===== src/rtl/pme_pkg.sv =====
// Shared types and defaults for the PME message transmit path.
// The retry behaviour is selected with the PME_RETRY_EN macro.
package pme_pkg;

  typedef enum logic [1:0] {
    IDLE = 2'd0,
    REQ  = 2'd1,
    WAIT = 2'd2
  } pme_state_t;

  localparam int unsigned PME_NUM_SRC     = 4;
  localparam int unsigned PME_TIMEOUT_CYC = 1000000;
  localparam int unsigned PME_CNT_W       = 20;

endpackage


===== src/rtl/pme_msg_tx_if.sv =====
// PM_PME message request/ack handshake towards the link message arbiter.
interface pme_msg_tx_if
  import pme_pkg::*;
#(
  parameter int unsigned NUM_SRC = PME_NUM_SRC
);

  logic               msg_req_o;
  logic [NUM_SRC-1:0] msg_src_o;
  logic               msg_ack_i;

  modport master (output msg_req_o, output msg_src_o, input msg_ack_i);
  modport slave  (input msg_req_o, input msg_src_o, output msg_ack_i);

endinterface


===== src/rtl/pme_timeout_cnt.sv =====
// Saturating resend timer for the PME WAIT state; only compiled with PME_RETRY_EN.
`ifdef PME_RETRY_EN
module pme_timeout_cnt
  import pme_pkg::*;
#(
  parameter int unsigned CNT_W = PME_CNT_W,
  parameter int unsigned LIMIT = PME_TIMEOUT_CYC
) (
  input  logic clk,
  input  logic rst,
  input  logic clr,
  input  logic en,
  output logic done_c
);

  localparam logic [CNT_W-1:0] LAST = CNT_W'(LIMIT - 1);

  logic [CNT_W-1:0] cnt;

  // Holds at LAST so the count can never wrap back to a short timeout.
  always_ff @(posedge clk) begin
    if (rst) begin
      cnt <= '0;
    end else if (clr) begin
      cnt <= '0;
    end else if (en && (cnt != LAST)) begin
      cnt <= cnt + CNT_W'(1);
    end
  end

  assign done_c = (cnt == LAST);

endmodule
`endif


===== src/rtl/pme_msg_tx.sv =====
// PME transmit side: sticky per-source wake status and one PM_PME request per episode.
// Define PME_RETRY_EN to resend while status stays set for TIMEOUT_CYC cycles after an ack.
module pme_msg_tx
  import pme_pkg::*;
#(
  parameter int unsigned NUM_SRC     = PME_NUM_SRC,
  parameter int unsigned TIMEOUT_CYC = PME_TIMEOUT_CYC,
  parameter int unsigned CNT_W       = PME_CNT_W
) (
  input  logic               clk,
  input  logic               rst,
  input  logic               pme_en_i,
  input  logic [NUM_SRC-1:0] pme_src_i,
  input  logic               pme_clr_i,
  input  logic               link_up_i,
  output logic               pme_status_o,
  output logic [NUM_SRC-1:0] pme_pend_o,
  pme_msg_tx_if.master       msg
);

  if ((TIMEOUT_CYC < 2) || (CNT_W > 32) ||
      ((64'(1) << CNT_W) <= 64'(TIMEOUT_CYC))) begin : g_bad_cfg
    $error("pme_msg_tx: CNT_W too narrow for TIMEOUT_CYC");
  end

  pme_state_t         state;
  logic [NUM_SRC-1:0] pend_nxt_c;
  logic               timeout_c;
  logic               ack_hs_c;
  logic               in_wait_c;

  // Set wins over a same-cycle software clear.
  assign pend_nxt_c = (pme_pend_o & ~{NUM_SRC{pme_clr_i}}) | pme_src_i;

  // Status tracks the pending vector in the same cycle so the FSM sees it one edge after the pulse.
  always_ff @(posedge clk) begin
    if (rst) begin
      pme_pend_o   <= '0;
      pme_status_o <= 1'b0;
    end else begin
      pme_pend_o   <= pend_nxt_c;
      pme_status_o <= |pend_nxt_c;
    end
  end

  assign ack_hs_c  = (state == REQ) && msg.msg_ack_i;
  assign in_wait_c = (state == WAIT);

`ifdef PME_RETRY_EN
  pme_timeout_cnt #(
    .CNT_W (CNT_W),
    .LIMIT (TIMEOUT_CYC)
  ) u_timeout_cnt (
    .clk    (clk),
    .rst    (rst),
    .clr    (ack_hs_c),
    .en     (in_wait_c),
    .done_c (timeout_c)
  );
`else
  assign timeout_c = 1'b0;
`endif

  // Request FSM; link loss never withdraws a request already on the bus.
  always_ff @(posedge clk) begin
    if (rst) begin
      state         <= IDLE;
      msg.msg_req_o <= 1'b0;
      msg.msg_src_o <= '0;
    end else begin
      case (state)
        IDLE: begin
          if (pme_status_o && pme_en_i && link_up_i) begin
            state         <= REQ;
            msg.msg_req_o <= 1'b1;
            msg.msg_src_o <= pme_pend_o;
          end
        end
        REQ: begin
          if (ack_hs_c) begin
            state         <= WAIT;
            msg.msg_req_o <= 1'b0;
          end
        end
        WAIT: begin
          if (!pme_status_o || !pme_en_i) begin
            state <= IDLE;
          end else if (timeout_c && in_wait_c) begin
            state         <= REQ;
            msg.msg_req_o <= 1'b1;
            msg.msg_src_o <= pme_pend_o;
          end
        end
        default: begin
          state         <= IDLE;
          msg.msg_req_o <= 1'b0;
        end
      endcase
    end
  end

endmodule

===== src/flat_wrapper.sv =====
// flat-port wrapper written by rule: the top's interface ports become plain ports
module pme_msg_tx_flat import pme_pkg::*;
#(
  parameter int unsigned NUM_SRC     = PME_NUM_SRC,
  parameter int unsigned TIMEOUT_CYC = PME_TIMEOUT_CYC,
  parameter int unsigned CNT_W       = PME_CNT_W
)
  (clk, rst, pme_en_i, pme_src_i, pme_clr_i, link_up_i, pme_status_o, pme_pend_o, msg_msg_req_o, msg_msg_src_o, msg_msg_ack_i);
  pme_msg_tx_if #(.NUM_SRC(NUM_SRC)) msg_i ();
  input  logic clk;
  input  logic rst;
  input  logic pme_en_i;
  input  logic [NUM_SRC-1:0] pme_src_i;
  input  logic pme_clr_i;
  input  logic link_up_i;
  output logic pme_status_o;
  output logic [NUM_SRC-1:0] pme_pend_o;
  output wire logic [$bits(msg_i.msg_req_o)-1:0] msg_msg_req_o;
  output wire logic [$bits(msg_i.msg_src_o)-1:0] msg_msg_src_o;
  input wire logic [$bits(msg_i.msg_ack_i)-1:0] msg_msg_ack_i;
  assign msg_msg_req_o = msg_i.msg_req_o;
  assign msg_msg_src_o = msg_i.msg_src_o;
  assign msg_i.msg_ack_i = msg_msg_ack_i;
  pme_msg_tx #(.NUM_SRC(NUM_SRC), .TIMEOUT_CYC(TIMEOUT_CYC), .CNT_W(CNT_W)) u_core (.clk(clk), .rst(rst), .pme_en_i(pme_en_i), .pme_src_i(pme_src_i), .pme_clr_i(pme_clr_i), .link_up_i(link_up_i), .pme_status_o(pme_status_o), .pme_pend_o(pme_pend_o), .msg(msg_i));
endmodule

===== config.mk =====
export PLATFORM = sky130hd
export DESIGN_NAME = pme_msg_tx_flat
export DESIGN_NICKNAME = d
export VERILOG_FILES = /design/src/rtl/pme_pkg.sv /design/src/rtl/pme_msg_tx_if.sv /design/src/rtl/pme_timeout_cnt.sv /design/src/rtl/pme_msg_tx.sv /design/src/flat_wrapper.sv
export SDC_FILE = /design/constraint.sdc
export NUM_CORES = 1
export LEC_CHECK = 0
export BUFFER_PORTS_ARGS = -buffer_cell sky130_fd_sc_hd__buf_2
export CORE_AREA = 2 2 39 41
export CTS_BUF_LIST = sky130_fd_sc_hd__clkbuf_4 sky130_fd_sc_hd__clkbuf_8 sky130_fd_sc_hd__clkbuf_16
export DETAILED_ROUTE_END_ITERATION = 16
export DIE_AREA = 0 0 41 43
export HOLD_SLACK_MARGIN = 0.1
export PLACE_DENSITY_LB_ADDON = 0.15
export RECOVER_POWER = 100
export SYNTH_ARGS = -nofsm -noshare
export SYNTH_HDL_FRONTEND = slang
export SYNTH_SLANG_ARGS = --single-unit

===== constraint.sdc =====
create_clock -name clk -period 1.55 [get_ports clk]
set_clock_uncertainty 0.15 [all_clocks]
set_input_delay 0 -clock clk [delete_from_list [all_inputs] [get_ports clk]]
set_output_delay 0 -clock clk [all_outputs]
set_load 0.02 [all_outputs]

# After elaboration in Yosys (flattened, before gate mapping)
# Cells that the tools add are included.
# totals
register_bits,12
in_bits,10
out_inout_bits,10
word_cells,32
# op_classes
n_eq_ne,5
muxes,7
bitwise,4
reduce_logical,11
# op_table
cell,count
$mux 2,3
$pmux 2 s3,1
$reduce_and 3->1,2
$and 4x4->4,1
$ne 2x1->1 const B,2
$not 4->4,1
$or 4x4->4,1
$reduce_or 4->1,1
$logic_and 1x1->1,3
$pmux 1 s3,1
$eq 2x1->1 const B,1
$eq 2x2->1 const B,1
$logic_not 1->1,2
$logic_not 2->1,1
$mux 1,2
$ne 2x2->1 const B,1
$reduce_and 2->1,1
$logic_or 1x1->1,1
$not 1->1,1

# Depth between registers and ports, before layout
# logic_depth
word_depth,4
ltp_mapped,4
depth_no_buf,3

# Worst setup path before layout
# Ideal clock, no wire load.
# synth_path
path_type,reg-to-reg
startpoint,register u_core.pme_status_o
endpoint,register u_core.msg.msg_src_o[0]
setup_time_ns,0.072
arrival_ns,1.059
t_required_ns,1.328
setup_slack_ns,0.269
path_stages_with_launch,5
n_path_buf,1
synth_period_minus_slack_ns,1.281
cell_sequence,dfxtp_1 and3b_1 and3b_1 buf_6 mux2i_1
# synth_between
elab_chain_len,3
# synth_lines
element,line,rtl
from (decl),pme_msg_tx.sv:16,"output logic pme_status_o,"
from (signal assigned),pme_msg_tx.sv:42,pme_status_o <= |pend_nxt_c;
$logic_and 1x1->1 (2 in a row),pme_msg_tx.sv:73,if (pme_status_o && pme_en_i && link_up_i) begin
$reduce_and 2->1 (no line),--,
to (signal assigned),pme_msg_tx.sv:76,msg.msg_src_o <= pme_pend_o;
to (signal assigned),pme_msg_tx.sv:91,msg.msg_src_o <= pme_pend_o;
to (decl),pme_msg_tx_if.sv:12,"modport master (output msg_req_o, output msg_src_o, input msg_ack_i);"
# No other way between the ends.
# A chain may end at the register's enable or synchronous reset.

# Worst setup path after layout
# layout_path
startpoint,input pme_en_i
endpoint,register u_core.state[1]
# layout_between
elab_chain_len,4
word_cells_on_any_way,7
classes_between,eq/ne (2); reduce/logical (5)
# layout_lines
element,line,rtl
from (decl),flat_wrapper.sv:12,input logic pme_en_i;
$logic_not 1->1 or $logic_and 1x1->1 (tied branches),"pme_msg_tx.sv:86, pme_msg_tx.sv:73",
$logic_or 1x1->1 or $logic_and 1x1->1 (tied branches),"pme_msg_tx.sv:86, pme_msg_tx.sv:73",
$ne 2x2->1 (no line) or $ne 2x1->1 (tied branches),--,
$reduce_and 3->1 (no line) (*),--,
to (signal assigned),pme_msg_tx.sv:87,state <= IDLE;
to (signal assigned),pme_msg_tx.sv:89,state <= REQ;
to (signal assigned),pme_msg_tx.sv:95,state <= IDLE;
to (decl),pme_msg_tx.sv:26,pme_state_t state;
# Mark *: on every way between the ends. The rest lies on a longest branch, timed or not.

==> qor.yml <==
ant_nets: 0
crit_start: "pme_en_i"
achievable-frequency_ghz: 0.677
tightestPinTransition_ps: 256
final_nets: 96
port_buffers: 19
wl_per_cell_um: 10.0
p_int_mw: 0.464
cts_buffers: 3
arrival_ps: 1480
via_count: 456
comb_power_share: 0.161
r2r-end: "u_core.state[1]"
yosys_warnings: 0
antenna_found_initial: 0
status: "finished, final reports clean"
cp-start-kind: "input port"
crit_end: "u_core.state[1]"
area.growth.synth_to_final_pct: 53.8
final_max_slew_viol_count: 0
slew_headroom: 0.827
antenna_cells: 0
path_class: "in2reg"
gp_congestion: 0.645
dr.pass1.iters: 4
synth_fp_nets: 60
vdd_ir_drop_max_v: 0.000361
p_leak_nw: 0.289
cts_sinks: 12
synthMuxAreaShare: 0.0849
cts_setup_buffers: 0
timing.final.crit_share: 0.954
die_area_mm2: 0.00176
wl_met3_um: 41
synth_fa_ha_area_frac: 0
crit_fanout: 3
syn_area_per_cell_um2: 9.43
fin_tns_setup_ps: 0
start_util: 0.341
cts_tree: "built"
first_global_vias: 394
die_y_um: 43
power.switching_mw: 0.149
met2_length_um: 436
clkPwrFrac: 0.296
reg2reg_slack_ps: 70
seqPwrFrac: 0.543
via_per_inst: 4.56
grt_pass1_wl_um: 1550
top_layer: "met4"
period_needed_ps: 1480
wl_um: 1000
clkSlewWorstSetupHoldPaths_ps: 70
drc: 0
drive_above_1_share: 0.155
synth_compound_area_frac: 0.114
hold_viol_final: 0
grt_max_degree: 17
rsz0062_at_grt: "false"
synth_top_family_by_area: "simple AND/OR/NAND/NOR gates"
met1_length_um: 509
cts_buffer_depth: 2
min_path_type: "reg2reg"
die_w_um: 41
cts.htree.levels: 1
r2r_cells: 4
syn_inst: 50
critPathRequiredTime_ps: 1550
stdcell_count: 100
dp.cells: 83
hold_ws_ps: 313
crit_path_end_kind: "flop"
core_area_mm2: 0.00138
row_count: 14
final-setup-viol-count: 0
overflow: 0
seq_area_frac_synth: 0.509
power.density_mw_per_mm2: 845
ys_ff_latch: 12
ios: 20
insertion_delay_ps: 260
worstReg2RegStart: "u_core.state[0]"
yosys.area_share.simple: 0.252
cts-root-buf: "clkbuf_4"
max_cap_violations: 0
grt_use_total: 0.129
synthXorXnorAreaFrac: 0
nFillCells: 145
synthDistinctLibCells: 14
netSwitchingFraction: 0.244
first_iter_violations: 4
dp_hpwl_um: 649
syn-cell-area_um2: 472
registers in the layout, indices dropped and copies added, names as in the netlist:
name	count
u_core.msg.msg_src_o	4
u_core.pme_pend_o	4
u_core.state	2
u_core.msg.msg_req_o	1
u_core.pme_status_o	1
power by group through the flow:
stage,Sequential (mW),Clock (mW),Combinational [mW]
final,0.333,0.182,0.0984
after floorplan,0.353,0,0.0312
after global routing,0.336,0.205,0.108
after detailed placement,0.340,0,0.0741
after global placement,0.339,0,0.0742
after CTS,0.332,0.191,0.101
critical path: stages:
cell and delay, ps:
dlygate4sd3_1 530, buf_2 110, and3b_1 170, nand2_1 80
a21oi_2 40, dlygate4sd3_1 550
through the flow:
stage / power [mW] / cell area, um2 / setup WS [ps] / util
2_1_floorplan: 0.384 / 472 / 269 / -
3_3_place_gp: 0.414 / 572 / 288 / 0.413
3_5_place_dp: 0.414 / 572 / 277 / 0.413
4_1_cts: 0.624 / 734 / 65.4 / 0.531
5_1_grt: 0.648 / 726 / 1.74 / 0.524
6_report: 0.613 / 726 / 72.0 / 0.524
final cells by class:
| class | count | area, um2 | share of cell area |
|---|---|---|---|
| sequential | 12 | 241 | 0.333 |
| inverter | 1 | 3.75 | 0.00517 |
| multi-input combinational | 35 | 216 | 0.298 |
| tap | 16 | 20.0 | 0.0276 |
| timing repair buffer | 33 | 221 | 0.305 |
| clock buffer | 3 | 22.5 | 0.0310 |
worst min path at each step:
stage,start,endpoint,slack [ps],depth (start not counted)
2_1_floorplan,pme_src_i[0],u_core.pme_pend_o[0],-30,2
3_3_place_gp,pme_src_i[1],u_core.pme_pend_o[1],80,3
3_5_place_dp,pme_src_i[1],u_core.pme_pend_o[1],80,3
4_1_cts,u_core.msg.msg_req_o,u_core.msg.msg_req_o,320,2
5_1_grt,u_core.state[0],u_core.state[0],340,2
6_report,u_core.msg.msg_req_o,u_core.msg.msg_req_o,310,2
cell usage in the layout (no fill, tap or decap):
master / synthesis / routed
o21ai_0: 1 / 1
mux2i_1: 4 / 4
clkbuf_4: 0 / 3
buf_2: 0 / 8
nor2_1: 5 / 5
dlygate4sd3_1: 0 / 14
a21oi_2: 0 / 1
and3b_1: 2 / 2
clkbuf_1: 1 / 11
a21oi_1: 8 / 7
dfxtp_2: 0 / 1
o41ai_1: 1 / 1
dfxtp_1: 12 / 11
nand2b_1: 8 / 8
inv_1: 1 / 1
nand3b_1: 2 / 2
nor4_1: 1 / 1
nand2_1: 3 / 3
cells in the mapped netlist:
cell type	number	area share
buf_6	1	0.024
dfxtp_1	12	0.51
clkbuf_1	1	0.0079
o21ai_0	1	0.011
nand2b_1	8	0.11
nand2_1	3	0.024
and3b_1	2	0.037
nor4_1	1	0.013
nand3b_1	2	0.032
inv_1	1	0.0079
nor2_1	5	0.040
a21oi_1	8	0.085
o41ai_1	1	0.019
mux2i_1	4	0.085
cells by family after synthesis:
group | after synthesis
and+or+nand+nor | 21
DFF | 12
buffers and inverters | 3
AOI/OAI and AO/OA | 10
muxes | 4
metal layers:
layer / vias up / GRT usage
met3: 2 / 0.0314
met1: 203 / 0.178
met5: - / 0
li1: 241 / -
met4: 0 / 0.0800
met2: 10 / 0.172
timing repair:
action | 4_1_cts | 5_1_grt
hold buffers | 14 | 0
gates resized for setup | 0 | 2
endpoints found under the hold margin | 12 | 0
endpoints found under the setup margin | 0 | 1
Note: power is estimated with default switching activity, not from simulation.
